$ cat config.mk
export PLATFORM = sky130hd
export DESIGN_NAME = alu_issue_ctrl
export DESIGN_NICKNAME = d
export VERILOG_FILES = /design/src/rtl/alu_pkg.sv /design/src/rtl/alu_op_xlate.sv /design/src/rtl/alu_issue_ctrl.sv
export SDC_FILE = /design/constraint.sdc
export NUM_CORES = 1
export LEC_CHECK = 0
export ABC_AREA = 0
export ABC_CLOCK_PERIOD_IN_PS = 2050
export CAP_MARGIN = 20
export CELL_PAD_IN_SITES_DETAIL_PLACEMENT = 1
export CELL_PAD_IN_SITES_GLOBAL_PLACEMENT = 1
export CORE_MARGIN = 2
export CORE_UTILIZATION = 24
export DETAILED_ROUTE_END_ITERATION = 12
export GPL_TIMING_DRIVEN = 0
export PLACE_DENSITY_LB_ADDON = 0.1
export SLEW_MARGIN = 20
export SYNTH_ARGS = -nofsm -noshare
export SYNTH_HDL_FRONTEND = slang
export SYNTH_SLANG_ARGS = --single-unit
$ cat constraint.sdc
create_clock -name clock -period 2.05 [get_ports clock]
set_clock_uncertainty 0.2 [all_clocks]
set_input_delay 0.3075 -clock clock [delete_from_list [all_inputs] [get_ports clock]]
set_output_delay 0.3075 -clock clock [all_outputs]
set_load 0.005 [all_outputs]
$ cat src/rtl/alu_pkg.sv
// Shared opcode encodings, state type and latency defaults for the ALU issue controller.
package alu_pkg;

  localparam int unsigned OP_W           = 5;
  localparam int unsigned CNT_W          = 6;
  localparam int unsigned MUL_CYCLES_DEF = 34;
  localparam int unsigned DIV_CYCLES_DEF = 34;

  typedef logic [OP_W-1:0] op_t;

  localparam op_t OP_ADD  = 5'd3;
  localparam op_t OP_SUB  = 5'd4;
  localparam op_t OP_AND  = 5'd5;
  localparam op_t OP_OR   = 5'd6;
  localparam op_t OP_ROR  = 5'd7;
  localparam op_t OP_ROL  = 5'd8;
  localparam op_t OP_SHR  = 5'd9;
  localparam op_t OP_SHRA = 5'd10;
  localparam op_t OP_SHL  = 5'd11;
  localparam op_t OP_ADDI = 5'd12;
  localparam op_t OP_ANDI = 5'd13;
  localparam op_t OP_ORI  = 5'd14;
  localparam op_t OP_DIV  = 5'd15;
  localparam op_t OP_MUL  = 5'd16;
  localparam op_t OP_NEG  = 5'd17;
  localparam op_t OP_NOT  = 5'd18;
  localparam op_t OP_SHLA = 5'd19;

  localparam op_t OP_LEGAL_MIN = OP_ADD;
  localparam op_t OP_LEGAL_MAX = OP_SHLA;

  typedef enum logic {
    ST_IDLE = 1'b0,
    ST_RUN  = 1'b1
  } state_t;

endpackage

$ cat src/rtl/alu_op_xlate.sv
// Request opcode decode: immediate forms fold to register forms, legality, latency-1 count.
module alu_op_xlate
  import alu_pkg::*;
#(
  parameter int unsigned MUL_CYCLES = MUL_CYCLES_DEF,
  parameter int unsigned DIV_CYCLES = DIV_CYCLES_DEF
) (
  input  logic [OP_W-1:0]  req_op,
  output logic [OP_W-1:0]  xop_c,
  output logic             legal_c,
  output logic [CNT_W-1:0] cnt_c
);

  always_comb begin
    xop_c   = req_op;
    legal_c = (req_op >= OP_LEGAL_MIN) && (req_op <= OP_LEGAL_MAX);
    cnt_c   = '0;
    case (req_op)
      OP_ADDI: xop_c = OP_ADD;
      OP_ANDI: xop_c = OP_AND;
      OP_ORI:  xop_c = OP_OR;
      OP_MUL:  cnt_c = CNT_W'(MUL_CYCLES - 1);
      OP_DIV:  cnt_c = CNT_W'(DIV_CYCLES - 1);
      default: ;
    endcase
  end

endmodule

$ cat src/rtl/alu_issue_ctrl.sv
// ALU initiator: accepts one request, drives registered operands, waits the opcode latency
// and captures the ALU result with HI/LO write enables.
module alu_issue_ctrl
  import alu_pkg::*;
#(
  parameter int unsigned MUL_CYCLES = MUL_CYCLES_DEF,
  parameter int unsigned DIV_CYCLES = DIV_CYCLES_DEF,
  parameter int unsigned W          = 32
) (
  input  logic            clock,
  input  logic            clear,
  input  logic            req_valid,
  input  logic [OP_W-1:0] req_op,
  input  logic [W-1:0]    req_ra,
  input  logic [W-1:0]    req_rb,
  output logic            req_ready,
  output logic [OP_W-1:0] alu_op,
  output logic [W-1:0]    alu_ra,
  output logic [W-1:0]    alu_rb,
  input  logic [W-1:0]    alu_hi,
  input  logic [W-1:0]    alu_lo,
  output logic            res_valid,
  output logic [W-1:0]    res_hi,
  output logic [W-1:0]    res_lo,
  output logic            hi_we,
  output logic            lo_we,
  output logic            div_zero,
  output logic            op_err,
  output logic            busy
);

  state_t           state_q, state_d;
  logic [CNT_W-1:0] cnt_q, cnt_d;
  op_t              alu_op_q, alu_op_d;
  logic [W-1:0]     alu_ra_q, alu_ra_d, alu_rb_q, alu_rb_d;
  logic [W-1:0]     res_hi_q, res_hi_d, res_lo_q, res_lo_d;
  logic             res_valid_q, res_valid_d, hi_we_q, hi_we_d, lo_we_q, lo_we_d;
  logic             div_zero_q, div_zero_d, op_err_q, op_err_d;
  logic             ready_q, ready_d, busy_q, busy_d;

  op_t              xop_c;
  logic             legal_c;
  logic [CNT_W-1:0] lat_cnt_c;
  logic             dz_c, muldiv_c;

  alu_op_xlate #(
    .MUL_CYCLES(MUL_CYCLES),
    .DIV_CYCLES(DIV_CYCLES)
  ) u_xlate (
    .req_op (req_op),
    .xop_c  (xop_c),
    .legal_c(legal_c),
    .cnt_c  (lat_cnt_c)
  );

  // Held operands still describe the in-flight op, so completion flags come from them.
  assign dz_c     = (alu_op_q == OP_DIV) && (alu_rb_q == '0);
  assign muldiv_c = (alu_op_q == OP_DIV) || (alu_op_q == OP_MUL);

  always_comb begin
    state_d     = state_q;
    cnt_d       = cnt_q;
    alu_op_d    = alu_op_q;
    alu_ra_d    = alu_ra_q;
    alu_rb_d    = alu_rb_q;
    res_hi_d    = res_hi_q;
    res_lo_d    = res_lo_q;
    res_valid_d = 1'b0;
    hi_we_d     = 1'b0;
    lo_we_d     = 1'b0;
    div_zero_d  = 1'b0;
    op_err_d    = 1'b0;
    case (state_q)
      ST_IDLE: begin
        alu_op_d = '0;
        if (req_valid) begin
          if (legal_c) begin
            state_d  = ST_RUN;
            alu_op_d = xop_c;
            alu_ra_d = req_ra;
            alu_rb_d = req_rb;
            cnt_d    = lat_cnt_c;
          end else begin
            op_err_d = 1'b1;
          end
        end
      end
      ST_RUN: begin
        if (cnt_q != '0) begin
          cnt_d = cnt_q - CNT_W'(1);
        end else begin
          state_d     = ST_IDLE;
          alu_op_d    = '0;
          res_hi_d    = alu_hi;
          res_lo_d    = alu_lo;
          res_valid_d = 1'b1;
          lo_we_d     = !dz_c;
          hi_we_d     = muldiv_c && !dz_c;
          div_zero_d  = dz_c;
        end
      end
    endcase
    ready_d = (state_d == ST_IDLE);
    busy_d  = (state_d == ST_RUN);
  end

  always_ff @(posedge clock) begin
    if (!clear) begin
      state_q     <= ST_IDLE;
      cnt_q       <= '0;
      alu_op_q    <= '0;
      alu_ra_q    <= '0;
      alu_rb_q    <= '0;
      res_hi_q    <= '0;
      res_lo_q    <= '0;
      res_valid_q <= 1'b0;
      hi_we_q     <= 1'b0;
      lo_we_q     <= 1'b0;
      div_zero_q  <= 1'b0;
      op_err_q    <= 1'b0;
      ready_q     <= 1'b1;
      busy_q      <= 1'b0;
    end else begin
      state_q     <= state_d;
      cnt_q       <= cnt_d;
      alu_op_q    <= alu_op_d;
      alu_ra_q    <= alu_ra_d;
      alu_rb_q    <= alu_rb_d;
      res_hi_q    <= res_hi_d;
      res_lo_q    <= res_lo_d;
      res_valid_q <= res_valid_d;
      hi_we_q     <= hi_we_d;
      lo_we_q     <= lo_we_d;
      div_zero_q  <= div_zero_d;
      op_err_q    <= op_err_d;
      ready_q     <= ready_d;
      busy_q      <= busy_d;
    end
  end

  assign req_ready = ready_q;
  assign busy      = busy_q;
  assign alu_op    = alu_op_q;
  assign alu_ra    = alu_ra_q;
  assign alu_rb    = alu_rb_q;
  assign res_valid = res_valid_q;
  assign res_hi    = res_hi_q;
  assign res_lo    = res_lo_q;
  assign hi_we     = hi_we_q;
  assign lo_we     = lo_we_q;
  assign div_zero  = div_zero_q;
  assign op_err    = op_err_q;

endmodule

==> impl.org <==
** Status
- Run status :: complete, but fails checks
- Violated checks :: negative setup slack

** Global route
- For this run, global-route usage on met1 was measured as 0.2140.
- Routing layer with the top usage in global route :: met2
- Maximum number of pins on one net before global-route repair :: 17
- For this run, the total global-route usage over all layers was measured as 0.1666.
- Wire length of the first global-routing pass :: ~31,000 um
- Met3 track demand over resource :: 0.06902
- Number of global-route vias before repair :: 5,659
- Number of antenna violations at the first check in global routing :: 0
- Global routing finished with a remaining overflow of 0.
- For this run, global-route usage on met2 was measured as 0.2608.

** Route
- DR iter-0 viols :: 124
- After detailed routing, the number of vias per cell comes to approximately 4.4.
- Wires add up to 19,560 um.
- The routed layout has about 5,600 vias.
- Detail-routed net length per standard cell :: 15.51 um
- In the routed design, unresolved DRC markers number 0.
- Drt pass-1 iters :: 4
- The detail route stage leaves a number of antenna-violating nets equal to 0.

** Clock network
- CTS saw roughly 150 sinks.
- Clock-pin slew was measured on the worst setup and hold paths at 60 ps.
- The clock passes through at most 2 buffers.
- In this run the clock root is driven by a sky130_fd_sc_hd__clkbuf_16.
- Number of levels the H-tree was split into :: 4
- Clock Latency Late Sink :: 410 ps
- Number of clock buffers inserted by TritonCTS :: 17
- TritonCTS built the clock tree.
- For this design, the CTS-stage hold fixing added 0 buffers.

** Timing
- Post-route fraction of the period consumed by the critical path :: 1.038
- Final hold violations :: 0
- Setup slack on the critical path of the routed design comes to -77.52 ps.
- Post-layout min period :: 2128 ps
- Post-Route Hold Slack :: approximately 120 ps
- RSZ-0062 raised after global routing :: yes
- Worst slew pin tran :: 772.8 ps
- Final setup violation count :: 6
- Based on the critical path, the design can be clocked at up to 0.4700 GHz.
- Number of pins exceeding their max-slew limit in the final report :: 0
- The worst pin sits at a relative slew slack of 0.4848.

** Pwr
- Clock power frac :: 0.428
- Share of total power in combinational logic :: 0.167
- The share of total power dissipated in sequential elements is 0.406.
- IR analysis of the VDD net gives a maximum drop of 0.4067 mV.
- Of the total power, the share spent switching nets is 0.2458.
- Internal power contribution :: 5.768 mW
- Power per standard cell area :: 821.2 mW/mm^2
- Power comes to 7.648 mW.
- The analysis attributes to net switching a power of 1.880 mW.
- P_leak :: roughly 3.3 nW

** Logic synthesis
- Area share of the largest cell type after synthesis :: 0.5551
- Instance count of the mapped netlist :: 665
- Flops & latches, synth :: 146
- After synthesis, the largest family of logic cells by area is simple AND/OR/NAND/NOR gates.
- Of the total synthesized cell area, the portion taken by XOR and XNOR cells is 0.003327.
- Yosys warning count :: 0
- Synth unique cells :: 38
- Multiplexer area fraction after synthesis :: 0
- Counting flops with a built-in enable in the synthesized netlist gives 0.
- Synth Area in Simple Gates :: 0.2407
- Counting flops with an async set or reset pin after synthesis yields a share of 0.
- Post-synthesis cell area :: 0.005265 sq mm
- The synthesized design spends more area on one cell type than any other, namely sky130_fd_sc_hd__dfxtp_1.
- Counting instances in the post-synthesis netlist gives the leading cell types as 262 x sky130_fd_sc_hd__nand2_1, 146 x sky130_fd_sc_hd__dfxtp_1, 131 x sky130_fd_sc_hd__a21oi_1, 25 x sky130_fd_sc_hd__clkbuf_1, 19 x sky130_fd_sc_hd__buf_2.
- Area fraction in compound gates after synthesis :: 0.1530
- Most common cell in the netlist :: sky130_fd_sc_hd__nand2_1
- The share of the Yosys chip area taken by registers is 0.5551.
- Ranked by total cell area, the synthesized netlist is headed by sky130_fd_sc_hd__dfxtp_1 56%, sky130_fd_sc_hd__nand2_1 19%, sky130_fd_sc_hd__a21oi_1 12%, sky130_fd_sc_hd__buf_2 1.8%, sky130_fd_sc_hd__clkbuf_1 1.8%.
- Syn nets :: ~800
- Predominant post-synthesis flop cell :: sky130_fd_sc_hd__dfxtp_1
- After synthesis, the mean cell area works out to 7.917 sq um.
- Of the total synthesized cell area, the portion taken by full adders, half adders and majority gates is 0.004753.

** Final layout
- Utilization after layout :: 0.4294
- After filler insertion, the fill cell instance count of the layout stands at 2,566.
- Of the cells placed in the final design, the portion with a size suffix greater than 1 is 0.09990.
- The area growth from synthesis to layout is 76.88%.
- Final net count :: 1,107
- Ant. Diodes :: 0
- Once layout is done, the placed cells without fillers occupy 0.009313 sq mm.

** Worst setup path
- Critical path startpoint category :: flip-flop
- The number of buffers and inverters on the critical path is 3.
- For this design, the slowest cell found on the critical path is sky130_fd_sc_hd__or4b_4.
- The signal on the critical path passes through inv_2, ha_4, or4b_4, buf_4, o21ai_4, buf_6, nand3_2, a31oi_1.
- STA puts the critical path data required time at 2170 ps.
- Worst endpoint data arrival time :: 2250 ps
- Kind of capture point of the worst setup path :: flip-flop
- In this design, the stage delay of the slowest critical-path cell is 510 ps.
- Of all nets on the critical path, the largest fanout is 5.
- By startpoint and endpoint, the worst setup path is classified as reg -> reg.
- Top Family by Delay on Critical Path :: simple AND/OR/NAND/NOR gates

** Min path
- The worst hold path belongs to the class in -> reg.

** Floorplan
- Number of ports placed on the die boundary :: 276
- From left edge to right edge, the die measures about 150 um.
- The die covers between 0.02 and 0.025 sq mm.
- Row count :: 54
- Die Height :: between 150 and 200 um
- For this configuration, the core starts out at a cell density of 0.2428.
- After floorplanning, the core was sized to cover 0.02169 sq mm.

** Placement
- Detailed placement ended at an HPWL of 14,110 um.
- Worst setup timing slack at the placement stage :: -711.3 ps
- Buffers placed on the I/O ports in this run total 274.
- At the end of routability-driven placement, the weighted congestion stood at 0.7446.
- Cell area reported after detailed placement :: 0.008358 sq mm

** Run
- Max-cap violations in this run came to 0.
[power by group through the flow]
stage / Combinational [mW] / Clock [mW] / Sequential (mW)
after detailed placement: 1.19 / 0 / 3.17
after global routing: 1.40 / 3.49 / 3.13
after CTS: 1.26 / 3.38 / 3.10
final: 1.27 / 3.27 / 3.10
after global placement: 1.19 / 0 / 3.16
after floorplan: 0.422 / 0 / 3.17
[cells by family (layout without fill, tap and decap cells)]
family / Yosys count / count (layout)
and+or+nand+nor: 312 / 313
xor gates and xnor gates: 2 / 2
buffers and inverters: 52 / 367
DFF: 146 / 146
AOI/OAI and AO/OA: 151 / 151
adders and majority gates: 2 / 2
[placed cells by master, fill, tap and decap left out, types with 4 or more instances in the layout]
cell,instances
sky130_fd_sc_hd__a21oi_1,129
sky130_fd_sc_hd__buf_4,15
sky130_fd_sc_hd__buf_6,14
sky130_fd_sc_hd__bufinv_16,4
sky130_fd_sc_hd__clkbuf_1,17
sky130_fd_sc_hd__clkbuf_16,17
sky130_fd_sc_hd__clkbuf_2,8
sky130_fd_sc_hd__clkdlybuf4s50_1,270
sky130_fd_sc_hd__dfxtp_1,144
sky130_fd_sc_hd__dlymetal6s2s_1,4
sky130_fd_sc_hd__nand2_1,262
sky130_fd_sc_hd__nor2_1,13
sky130_fd_sc_hd__nor4_1,10
[worst register-to-register path: stages, from the launching register on]
cell	delay, ps
sky130_fd_sc_hd__dfxtp_2	320
sky130_fd_sc_hd__inv_2	80
sky130_fd_sc_hd__ha_4	120
sky130_fd_sc_hd__or4b_4	510
sky130_fd_sc_hd__buf_4	180
sky130_fd_sc_hd__o21ai_4	220
sky130_fd_sc_hd__buf_6	140
sky130_fd_sc_hd__nand3_2	70
sky130_fd_sc_hd__a31oi_1	190
[per-layer routing]
layer  vias up  part of all wire
met5         -                 0
met4         0            0.0072
met3         9             0.082
met2       187              0.46
met1      2559              0.45
li1       2801                 -
[state kept, by name (all words and copies together) (netlist names), 5 cells and up]
register / cells
cnt_q: 6
alu_rb: 32
alu_op: 5
res_hi: 32
res_lo: 32
alu_ra: 32
[metrics by stage]
step	TNS [ps]	instances
final	-227.4	1261
after CTS	-70.07	1257
after global routing	-1103	1261
after floorplan	0	665
after global placement	-51460	1219
after detailed placement	-55610	1219
[final cells by class]
| class | count | area [sq um] | share of cell area |
|---|---|---|---|
| flip-flops and latches | 146 | 2925 | 0.3141 |
| repair buffers | 285 | 2855 | 0.3066 |
| multi-input cells | 468 | 2245 | 0.2410 |
| clock buffers | 19 | 432.9 | 0.04649 |
| well taps | 280 | 350.3 | 0.03762 |
| plain buffers | 45 | 301.5 | 0.03238 |
| clock inverters | 12 | 180.2 | 0.01935 |
| inverters | 6 | 22.52 | 0.002418 |
[worst paths after layout]
path | end | startpoint | slack [ps] | cells past startpoint
hold / removal | alu_op[3] | req_op[3] | 120 | 3
hold reg to reg | alu_ra[2] | alu_ra[2] | 250 | 2
setup reg to reg | cnt_q[0] | cnt_q[0] | -80 | 8
setup / recovery | cnt_q[0] | cnt_q[0] | -80 | 8
[timing repair]
action                                  4_1_cts  5_1_grt
pin swaps                                     2        7
resized for setup                            41       44
buffers inserted                              7        4
endpoints found under the setup margin      143      124
gates cloned                                  1        0
(Power assumes the default switching activity.)
